### src/rtl/pe_pkg.sv
// Shared processing-element constants and the push/pop operation encoding
// used by the PE input FIFO.
package pe_pkg;

    localparam int PE_DATA_W     = 32;
    localparam int PE_FIFO_DEPTH = 4;

    typedef enum logic [1:0] {
        FIFO_IDLE = 2'b00,
        FIFO_POP  = 2'b01,
        FIFO_PUSH = 2'b10,
        FIFO_BOTH = 2'b11
    } fifo_op_e;

    function automatic fifo_op_e fifo_op(input logic push, input logic pop);
        return fifo_op_e'({push, pop});
    endfunction

endpackage

### src/rtl/pe_fifo_ptr.sv
// DEPTH-modulo FIFO pointer: increments on incr, wraps DEPTH-1 -> 0,
// synchronous clear, asynchronous active-high reset.
module pe_fifo_ptr #(
    parameter int DEPTH = 4
) (
    input  logic                     clock,
    input  logic                     reset,
    input  logic                     clear,
    input  logic                     incr,
    output logic [$clog2(DEPTH)-1:0] ptr
);

    localparam int AW = $clog2(DEPTH);
    localparam logic [AW-1:0] LAST = AW'(DEPTH - 1);

    logic [AW-1:0] ptr_q;
    logic [AW-1:0] ptr_d;

    // NOTE: every combinational output gets a default first so no path can infer a latch.
    always_comb begin
        ptr_d = ptr_q;
        if (clear) begin
            ptr_d = '0;
        end else if (incr) begin
            ptr_d = (ptr_q == LAST) ? '0 : ptr_q + AW'(1);
        end
    end

    // NOTE: state registers use non-blocking assignments so all flops update together at the edge.
    always_ff @(posedge clock or posedge reset) begin
        if (reset) begin
            ptr_q <= '0;
        end else begin
            ptr_q <= ptr_d;
        end
    end

    assign ptr = ptr_q;

endmodule

### src/rtl/pe_input_fifo.sv
// First-word fall-through input FIFO feeding the PE register; in_ready depends
// only on stored state, and flush beats any same-cycle push or pop.
module pe_input_fifo
    import pe_pkg::*;
#(
    parameter int WIDTH = PE_DATA_W,
    parameter int DEPTH = PE_FIFO_DEPTH
) (
    input  logic                     clock,
    input  logic                     reset,
    input  logic                     flush,
    input  logic                     in_valid,
    input  logic [WIDTH-1:0]         in_data,
    output logic                     in_ready,
    output logic                     out_valid,
    output logic [WIDTH-1:0]         out_data,
    input  logic                     out_ready,
    output logic [$clog2(DEPTH):0]   count,
    output logic                     overflow
);

    localparam int AW = $clog2(DEPTH);
    localparam int CW = AW + 1;
    localparam logic [CW-1:0] FULL_COUNT = CW'(DEPTH);

    logic [WIDTH-1:0] mem_q [DEPTH];
    logic [AW-1:0]    rd_ptr;
    logic [AW-1:0]    wr_ptr;
    logic [CW-1:0]    count_q;
    logic [CW-1:0]    count_d;
    logic             overflow_q;
    logic             overflow_d;
    logic             push;
    logic             pop;

    assign in_ready  = (count_q != FULL_COUNT);
    assign out_valid = (count_q != '0);
    assign out_data  = mem_q[rd_ptr];

    assign push = in_valid  & in_ready  & ~flush;
    assign pop  = out_valid & out_ready & ~flush;

    pe_fifo_ptr #(.DEPTH(DEPTH)) u_wr_ptr (
        .clock (clock),
        .reset (reset),
        .clear (flush),
        .incr  (push),
        .ptr   (wr_ptr)
    );

    pe_fifo_ptr #(.DEPTH(DEPTH)) u_rd_ptr (
        .clock (clock),
        .reset (reset),
        .clear (flush),
        .incr  (pop),
        .ptr   (rd_ptr)
    );

    always_comb begin
        count_d    = count_q;
        overflow_d = overflow_q;
        case (fifo_op(push, pop))
            FIFO_PUSH: count_d = count_q + CW'(1);
            FIFO_POP:  count_d = count_q - CW'(1);
            default:   count_d = count_q;
        endcase
        if (in_valid && !in_ready) begin
            overflow_d = 1'b1;
        end
        if (flush) begin
            count_d    = '0;
            overflow_d = 1'b0;
        end
    end

    always_ff @(posedge clock or posedge reset) begin
        if (reset) begin
            count_q    <= '0;
            overflow_q <= 1'b0;
        end else begin
            count_q    <= count_d;
            overflow_q <= overflow_d;
        end
    end

    // NOTE: storage is deliberately not reset; pointers and count alone decide which entries are valid.
    always_ff @(posedge clock) begin
        if (push) begin
            mem_q[wr_ptr] <= in_data;
        end
    end

    assign count    = count_q;
    assign overflow = overflow_q;

endmodule

### config.mk
export PLATFORM = sky130hd
export DESIGN_NAME = pe_input_fifo
export DESIGN_NICKNAME = d
export VERILOG_FILES = /design/src/rtl/pe_pkg.sv /design/src/rtl/pe_fifo_ptr.sv /design/src/rtl/pe_input_fifo.sv
export SDC_FILE = /design/constraint.sdc
export NUM_CORES = 1
export LEC_CHECK = 0
export ABC_AREA = 1
export CORE_ASPECT_RATIO = 0.75
export CORE_MARGIN = 2
export CORE_UTILIZATION = 40
export CTS_CLUSTER_SIZE = 12
export DETAILED_ROUTE_END_ITERATION = 12
export SLEW_MARGIN = 10
export SYNTH_ARGS = -nofsm -noshare
export SYNTH_HDL_FRONTEND = slang
export SYNTH_SLANG_ARGS = --single-unit
### constraint.sdc
create_clock -name clock -period 3.15 [get_ports clock]
set_clock_uncertainty 0.15 [all_clocks]
set_input_delay 0.945 -clock clock [delete_from_list [all_inputs] [get_ports clock]]
set_output_delay 0.945 -clock clock [all_outputs]
set_load 0.01 [all_outputs]
=== Word level (Yosys, flattened, before mapping) ===
Memory sizes are Yosys's and may differ from the RTL's.
Index checks and enable logic that the tools add are counted.

* Bitwise operators: 5
* Muxes and demuxes: 12
* Add/sub/neg operators: 4
* Reduce and logical (&&, ||, !) cells: 7
* Eq/ne operators: 5

{| class="wikitable"
|+ Operators with widths
! kind !! count
|-
| 2-bit two-way mux || 6
|-
| 2-bit equality test (second input constant) || 3
|-
| 3-bit one-hot mux with 2 select lines || 1
|-
| 2-bit nonzero test || 3
|-
| 3-bit nonzero test || 2
|-
| 2-bit by 1-bit adder with 2-bit output (second input constant) || 2
|-
| 1-bit bitwise AND || 4
|-
| 1-bit two-way mux || 4
|-
| 3-bit by 1-bit adder with 3-bit output (second input constant) || 1
|-
| 3-bit two-way mux || 1
|-
| 3-bit != test (second input constant) || 1
|-
| 3-bit by 1-bit subtractor with 3-bit output (second input constant) || 1
|-
| 2-bit by 1-bit equality test with 1-bit output (second input constant) || 1
|-
| 1-bit logical AND || 1
|-
| 1-bit logical NOT || 1
|-
| 1-bit inverter || 1
|}

* Output and inout bits: 38
* Memory bits (writable): 128
* Register bits after elaboration: 8
* Logic and storage cells: 38
* Memories: 1

{| class="wikitable"
|+ Memory list
! name !! words !! bits a word !! rd ports !! clocked after Yosys merged registers in !! wr ports !! RTL line !! RTL
|-
| mem_q || 4 || 32 || 1 || 0 || 1 || pe_input_fifo.sv:26 || <nowiki>logic [WIDTH-1:0] mem_q [DEPTH];</nowiki>
|}

=== Longest topological paths before layout ===
Gate-level depths: netlist of run 1.

* Word-level depth: 6
* Mapped depth: 12

=== Modules after synthesis ===
From an unflattened synthesis of run 1, not the netlist that was laid out.

* Cells, all modules: 381
* Area, all modules: 5240.0 um2

{| class="wikitable"
|+ Modules (own cells, without submodules)
! module !! seq. area each (um2) !! area an instance (um2) !! cells an instance !! times used
|-
| pe_input_fifo || 3943.8 || 5032.3 || 355 || 1
|-
| pe_fifo_ptr || 50.0 || 103.8 || 13 || 2
|}

=== Worst setup path before layout of run 1 ===
Ideal clock, no wire load.

* Path kind: input port to flip-flop
* From: input in_valid
* To: memory mem_q[2][0] in the netlist's numbering, enable pin
* Cell stages on the path: 4
* Data arrival time: 2.604 ns
* Path slack: -0.025 ns
* Path buffers: 0
* Setup time: 0.421 ns
* Cells stage by stage: nand2_4 nor2_1 inv_1 nor2_1

* Word-level cells in the longest chain between the ends: 4

{| class="wikitable"
|+ RTL lines
! what !! RTL line !! RTL
|-
| from (decl) || pe_input_fifo.sv:12 || <nowiki>input logic in_valid,</nowiki>
|-
| 1-bit bitwise AND (2 in series) || pe_input_fifo.sv:40 || <nowiki>assign push = in_valid & in_ready & ~flush;</nowiki>
|-
| 1-bit two-way mux || pe_input_fifo.sv:88 || <nowiki>if (push) begin</nowiki>
|-
| 1-bit two-way mux (not written as such) || pe_input_fifo.sv:89 || <nowiki>mem_q[wr_ptr] <= in_data;</nowiki>
|-
| to (decl) || pe_input_fifo.sv:26 ||
|}

Every way passes these cells.

=== Worst setup path in the final report of run 1 ===
* From: register u_rd_ptr.ptr_q[0], in the netlist u_rd_ptr.ptr[0]
* To: output out_data[16]

* Word-level cells in the longest chain between the ends: 1

{| class="wikitable"
|+ RTL lines
! what !! RTL line !! RTL
|-
| from (decl) || pe_fifo_ptr.sv:16 || <nowiki>logic [AW-1:0] ptr_q;</nowiki>
|-
| from (signal assigned) || pe_fifo_ptr.sv:34 || <nowiki>ptr_q <= ptr_d;</nowiki>
|-
| memory 4 x 32 bit || n/a ||
|-
| to (decl) || pe_input_fifo.sv:16 || <nowiki>output logic [WIDTH-1:0] out_data,</nowiki>
|}

Every way passes these cells.

==> metrics.txt, run 1 <==
status=complete, no violations; IO Port Bufs=74; drt pass-1 iters=4; Final Hold Fails=0; initial core utilization=40.8%; Int Pwr=4.00 mW; Clk network pwr share=33.5%; WL/cell=17.4 um; slew at the pin with the worst max-slew slack=0.356 ns; Syn. warnings=0; # hold bufs at CTS=0; largest area contributor in the netlist=edfxtp_1; setup repair after global routing missed its margin=yes; Sw Share=31.0%; dpl ws=0.178 ns; Worst EP required=2.05 ns; Worst R2R Setup Slack=1.10 ns; Longest Clk Path Bufs=2; clock buffer count from CTS=17; clk sinks=136; Lkg Pwr=2.62 nW; Synth Register Bits=136; period utilization=98.0%; Min-Delay Endpoint=overflow$_DFFE_PP0P_; multi-input combinational cell area=0.00112 sq mm; Synth Area per Inst=14.0 sq um; fillers=1026; Max-Cap Viols=0; initial drt markers=256; fmax=324 MHz; Clock Latency Late Sink=0.42 ns; core footprint=0.0129 sq mm; final WL=11400 um; worst hold slack=0.372 ns; gpl congestion=0.793; syn_nets=421; Register Area=0.00405 sq mm; wl on met1=5560 um; Gate power share=29.0%; vias per inst=5.06; via count=3301; Final min period=3.09 ns; CP Class=reg2out; Antenna Nets Post-Route=0; r2r worst-path depth=7; share of cells above drive strength 1=14.8%; PnR worst setup slack=0.0627 ns; DP Area=0.00639 sq mm; Total GRT Usage=17.0%; Final Cell Area=0.00710 sq mm; Synth cell types=26; critical path capture point type=primary output; WL met3=787 um; initial antenna violation count=0; row count=36; Worst R2R Start=count[0]$_DFFE_PP0P_; H-Tree Depth=4; area fraction of the dominant cell type after synthesis=72.8%; root buffer selected by CTS=clkbuf_16; P_sw=1.80 mW; largest net degree at the start of global routing=36; Setup violations, final=0; peak supply drop=0.482 mV; I/O Pins=75; die area=0.0141 sq mm; overall power=5.81 mW; Post-DP HPWL=6730 um; ANT cells=0; Tightest Hold Check Type=reg2reg; CTS tree=done; Rel. slew slack=76.2%; hold depth=2; CP Max Fanout=30; Reg clk slew, reported paths=0.07 ns; post-synthesis sequential area ratio=76.6%; Synth Instances=378; drt drc=0; Cell Pwr Density=818 mW/mm^2; Max Used Layer=met4; setup_tns=0 ns; first-pass GRT wire length=17600 um; Reg power frac=37.6%; met2 WL post-DR=4970 um; fin nets=511; Horiz. Die Dim=137 um; worst hold start=overflow$_DFFE_PP0P_; Area Growth Syn to Fin=34.6%; worst r2r dst=mem_q[0][25]$_DFFE_PP_; startpoint type of the worst setup path=flip-flop; synthesized area=0.00528 sq mm; number of global-route vias before repair=3290; Slew Limit Fails=0; grt ovf=0; Arrival @ worst endpoint=1.99 ns; Synth area leaders=edfxtp_1 (73%), o21ai_0 (6.3%), nor2_1 (4.9%), o22ai_1 (3.9%), dfrtp_1 (3.8%); Die Ht=103 um
==> how the worst max path moves through the flow <==
stage / start / slack [ns] / to
6_report: u_rd_ptr.ptr[0]$_DFFE_PP0P_ / 0.06 / out_data[16]
5_1_grt: u_rd_ptr.ptr[0]$_DFFE_PP0P_ / -0.005 / out_data[14]
4_1_cts: u_rd_ptr.ptr[0]$_DFFE_PP0P_ / 0.004 / out_data[13]
3_5_place_dp: flush / 0.18 / count[2]$_DFFE_PP0P_
3_3_place_gp: flush / 0.21 / count[2]$_DFFE_PP0P_
2_1_floorplan: in_valid / -0.02 / mem_q[2][0]$_DFFE_PP_
==> layout make-up <==
type | count | share of cell area, %
sequential | 136 | 57.0
multi-input combinational | 206 | 15.7
timing repair buffer | 91 | 15.1
clock buffer | 17 | 5.99
tap | 171 | 3.01
clock inverter | 15 | 2.27
inverter | 16 | 0.916
==> Yosys cell counts, drive strengths merged <==
cell,instances
or2,2
o21ai,68
nor2,70
edfxtp,128
clkbuf,13
dfrtp,8
nand2,18
nand3,4
a21oi,2
inv,16
xnor2,1
a21boi,1
ha,5
fa,1
nand4,1
buf,7
o22ai,33
==> through the flow <==
step	instances	utilization (%)
after floorplan	378	-
after detailed placement	619	49.4
after global placement	619	49.4
after global routing	652	54.9
after CTS	651	54.2
final	652	54.9
==> worst max-delay path: stages, from the launching register on <==
cell and delay (ns):
dfrtp_2 0.46, inv_4 0.12, buf_12 0.18, nor2_1 0.06, o22ai_1 0.19, clkdlybuf4s50_1 0.56
==> placed cells by master, fill, tap and decap left out, types with 2 or more instances in the layout <==
cell / synthesis / final
buf_12: 0 / 10
buf_4: 3 / 3
buf_6: 0 / 2
clkbuf_16: 0 / 18
clkdlybuf4s50_1: 0 / 51
clkinv_4: 0 / 2
clkinvlp_4: 0 / 3
dfrtp_1: 8 / 7
dlygate4sd2_1: 0 / 3
dlymetal6s2s_1: 0 / 20
edfxtp_1: 128 / 128
ha_1: 5 / 5
inv_1: 13 / 12
inv_2: 3 / 2
inv_4: 0 / 2
inv_6: 0 / 6
inv_8: 0 / 2
nand2_1: 13 / 13
nand2_2: 4 / 4
nand3_1: 3 / 3
nor2_1: 69 / 65
nor2_4: 1 / 5
o21ai_0: 66 / 66
o22ai_1: 33 / 32
or2_2: 2 / 2
==> sequential cells by signal, summed over array words and instances, names as in the netlist <==
signal	flops
overflow	1
u_rd_ptr.ptr	2
mem_q	128
count	3
u_wr_ptr.ptr	2
==> logic make-up after synthesis <==
group | count (synthesis) | share of synthesized area, %
AOI/OAI and AO/OA | 104 | 11.1
xor gates and xnor gates | 1 | 0.166
adders and majority gates | 6 | 1.57
buffers and inverters | 36 | 2.87
DFF | 136 | 76.6
and+or+nand+nor | 95 | 7.71
==> power groups by stage <==
stage	Sequential, mW	Combinational, mW	Clock, mW
2_1_floorplan	2.21	0.812	0
3_3_place_gp	2.21	1.66	0
3_5_place_dp	2.21	1.66	0
4_1_cts	2.18	1.69	1.97
5_1_grt	2.19	1.83	2.05
6_report	2.18	1.68	1.94
==> layer usage <==
metal	GRT usage [%]	vias to the layer above
li1	-	1582
met1	23.2	1615
met2	25.8	98
met3	5.46	6
met4	6.41	0
met5	0	-
==> timing repair <==
item / in CTS / in global routing
setup endpoints to repair: 28 / 24
pin swaps: 2 / 0
cloned: 0 / 1
setup buffers: 0 / 0
resized for setup: 12 / 25
(Power assumes the default switching activity.)
==> run 2: changes to the inputs <==
- SYNTH_HIERARCHICAL: unset -> 1
==> run 2 against run 1 <==
Against the previous run:
- synthesized area shrank 0.69%
- register-to-register slack improved by 0.05 ns
- sequential share of layout area up 0.73 points
- final cell count up 1.2%
- non-clock buffer count up 5
- power shrank 9.8%
- via count rose by 1.3%
- sequential power is 2% lower
- maximum frequency rose by 1.5%
==> metrics.txt, run 2 <==
Async S/R FF share, synth=5.88% (unchanged); P_sw=1.38 mW (was 1.80 mW); setup repair after global routing missed its margin=yes (unchanged); hold depth=1 (was 2); area fraction of the dominant cell type after synthesis=73.4% (was 72.8%); dpl ws=0.130 ns (was 0.178 ns); Horiz. Die Dim=136 um (was 137 um); CP max stage cell=clkdlybuf4s50_1 (unchanged); vias per inst=5.07 (was 5.06); post-layout util=54.4% (was 54.9%); Final min period=3.04 ns (was 3.09 ns); Synth Area per Inst=13.8 sq um (was 14.0 sq um); fin nets=517 (was 511); Top FF cell, synth=edfxtp_1 (unchanged); worst r2r dst=count[2]$_DFFE_PP0P_ (was mem_q[0][25]$_DFFE_PP_); synthesized area=0.00524 sq mm (was 0.00528 sq mm); root buffer selected by CTS=clkbuf_16 (unchanged); row count=36 (unchanged); Post-DP HPWL=6490 um (was 6730 um); Synth top cells by count=edfxtp_1 (128), nor2_1 (71), o21ai_0 (38), o22ai_1 (32), o21ai_1 (28) (was edfxtp_1 (128), nor2_1 (69), o21ai_0 (66), o22ai_1 (33)); fillers=1094 (was 1026); peak supply drop=0.402 mV (was 0.482 mV); Worst R2R Setup Slack=1.15 ns (was 1.10 ns); largest register by flop count=mem_q (unchanged); final WL=11100 um (was 11400 um); startpoint type of the worst setup path=flip-flop (unchanged); Min-Delay Endpoint=overflow$_DFFE_PP0P_ (unchanged); Sw Share=26.4% (was 31.0%); die area=0.0140 sq mm (was 0.0141 sq mm); crit-path max cell delay=0.56 ns (about the same); number of flip-flops in the largest register=128 (unchanged); overall power=5.24 mW (was 5.81 mW); fmax=329 MHz (was 324 MHz); CTS tree=done (unchanged); period utilization=96.5% (was 98.0%); EDFF count, synth=128 (unchanged); number of global-route vias before repair=3390 (was 3290); initial core utilization=40.7% (was 40.8%); first-pass GRT wire length=17300 um (was 17600 um); Longest Clk Path Bufs=2 (unchanged); drt drc=0 (unchanged); r2r worst-path depth=11 (was 7); Gate power share=22.0% (was 29.0%); Arrival @ worst endpoint=1.95 ns (was 1.99 ns); initial drt markers=229 (was 256); largest net degree at the start of global routing=39 (was 36); Slew Limit Fails=0 (unchanged); CP Max Fanout=19 (was 30); Synth Register Bits=136 (unchanged); Worst R2R Start=count[1]$_DFFE_PP0P_ (was count[0]$_DFFE_PP0P_); Die Ht=103 um (about the same); Final Hold Fails=0 (unchanged); PnR worst setup slack=0.109 ns (was 0.0627 ns); IO Port Bufs=74 (unchanged); Setup violations, final=0 (unchanged); setup_tns=0 ns (unchanged); share of cells above drive strength 1=14.3% (was 14.8%); Cell Pwr Density=747 mW/mm^2 (was 818 mW/mm^2); drt pass-1 iters=4 (unchanged); worst hold slack=0.355 ns (was 0.372 ns); grt ovf=0 (unchanged); Max-Cap Viols=0 (unchanged); Area Growth Syn to Fin=33.8% (was 34.6%); most frequent cells in the layout=edfxtp_1 (128), nor2_1 (71), clkdlybuf4s50_1 (50) (was edfxtp_1 (128), o21ai_0 (66), nor2_1 (65)); largest area contributor in the netlist=edfxtp_1 (unchanged); Reg clk slew, reported paths=0.06 ns (was 0.07 ns); worst hold start=overflow$_DFFE_PP0P_ (unchanged); Clk network pwr share=37.0% (was 33.5%); initial antenna violation count=0 (unchanged); core footprint=0.0129 sq mm (about the same); post-synthesis sequential area ratio=77.2% (was 76.6%); Total GRT Usage=16.9% (was 17.0%); Final Cell Area=0.00701 sq mm (was 0.00710 sq mm); clock buffer count from CTS=17 (unchanged); DP Area=0.00632 sq mm (was 0.00639 sq mm); H-Tree Depth=4 (unchanged); most frequent cell after synthesis=edfxtp_1 (unchanged); most common cell after layout, fill and taps aside=edfxtp_1 (unchanged); WL/cell=16.8 um (was 17.4 um); Lkg Pwr=2.60 nW (was 2.62 nW); WP buf/inv=3 (unchanged); Clock Latency Late Sink=0.40 ns (was 0.42 ns); CP cell instances=inv_4 > buf_12 > nor2_1 > o22ai_1 > clkdlybuf4s50_1 (unchanged); Synth Instances=381 (was 378); CP delay by family, top=buffers and inverters (unchanged); Rel. slew slack=81.4% (was 76.2%); Final Non-Filler Cells=660 (was 652); Reg power frac=40.9% (was 37.6%); CP Depth=5 (unchanged); syn_nets=421 (unchanged); slew at the pin with the worst max-slew slack=0.278 ns (was 0.356 ns); Synth area leaders=edfxtp_1 (73%), nor2_1 (5.1%), dfrtp_1 (3.8%), o22ai_1 (3.8%), o21ai_0 (3.6%) (was edfxtp_1 (73%), o21ai_0 (6.3%), nor2_1 (4.9%), o22ai_1 (3.9%), dfrtp_1 (3.8%)); CP Class=reg2out (unchanged); Synth cell types=24 (was 26); Worst EP required=2.05 ns (about the same); status=complete, no violations (unchanged); I/O Pins=75 (unchanged); Tightest Hold Check Type=reg2reg (unchanged); gpl congestion=0.739 (was 0.793); via count=3345 (was 3301); Int Pwr=3.85 mW (was 4.00 mW); Syn. warnings=6 (was 0); clk sinks=136 (unchanged); ANT cells=0 (unchanged); placed cells=624 (was 619); Antenna Nets Post-Route=0 (unchanged); critical path capture point type=primary output (unchanged)
[run 2: worst max-delay path by stage]
stage	startpoint	end	slack, ns
2_1_floorplan	in_valid	mem_q[1][0]$_DFFE_PP_	-0.88
3_3_place_gp	flush	count[2]$_DFFE_PP0P_	0.19
3_5_place_dp	flush	count[2]$_DFFE_PP0P_	0.13
4_1_cts	u_rd_ptr/ptr[0]$_DFFE_PP0P_	out_data[30]	0.003
5_1_grt	u_rd_ptr/ptr[0]$_DFFE_PP0P_	out_data[26]	-0.01
6_report	u_rd_ptr/ptr[0]$_DFFE_PP0P_	out_data[20]	0.11
[run 2: area by class of cell]
cell class | count | area, sq um | share of cell area, %
Inverter | 18 | 72.6 | 1.04
Sequential cell | 136 | 4050 | 57.7
Clock inverter | 13 | 155 | 2.21
Clock buffer | 18 | 429 | 6.12
Timing Repair Buffer | 96 | 1030 | 14.7
Multi-Input combinational cell | 208 | 1060 | 15.2
Tap cell | 171 | 214 | 3.05
[run 2: kinds of logic after synthesis]
group | after synthesis | share of synthesized area, %
compound gates | 100 | 10.5
xor+xnor | 1 | 0.167
simple gates | 104 | 8.41
fa+ha+maj | 3 | 0.860
buf+inv | 37 | 2.91
flops | 136 | 77.2
[run 2: power groups by stage]
stage | sequential, mW | combinational [mW] | clock (mW)
after floorplan | 2.17 | 0.557 | 0
after global routing | 2.15 | 1.27 | 2.06
after detailed placement | 2.18 | 1.16 | 0
after CTS | 2.14 | 1.16 | 1.97
after global placement | 2.18 | 1.15 | 0
final | 2.14 | 1.15 | 1.94
[run 2: per-layer routing]
layer  track usage [%]  share of wire (%)  vias to the layer above
met5                 0                  0                        -
met4              4.81               0.49                        0
met3              5.95                5.2                        6
met2              27.6                 48                       81
met1              21.5                 46                     1651
li1                  -                  -                     1607
[run 2: what timing repair did]
item,in CTS,in global routing
buffers inserted,4,0
setup endpoints to repair,32,20
hold buffers,0,0
hold endpoints to repair,0,0
resized for setup,13,19
gates cloned,0,1
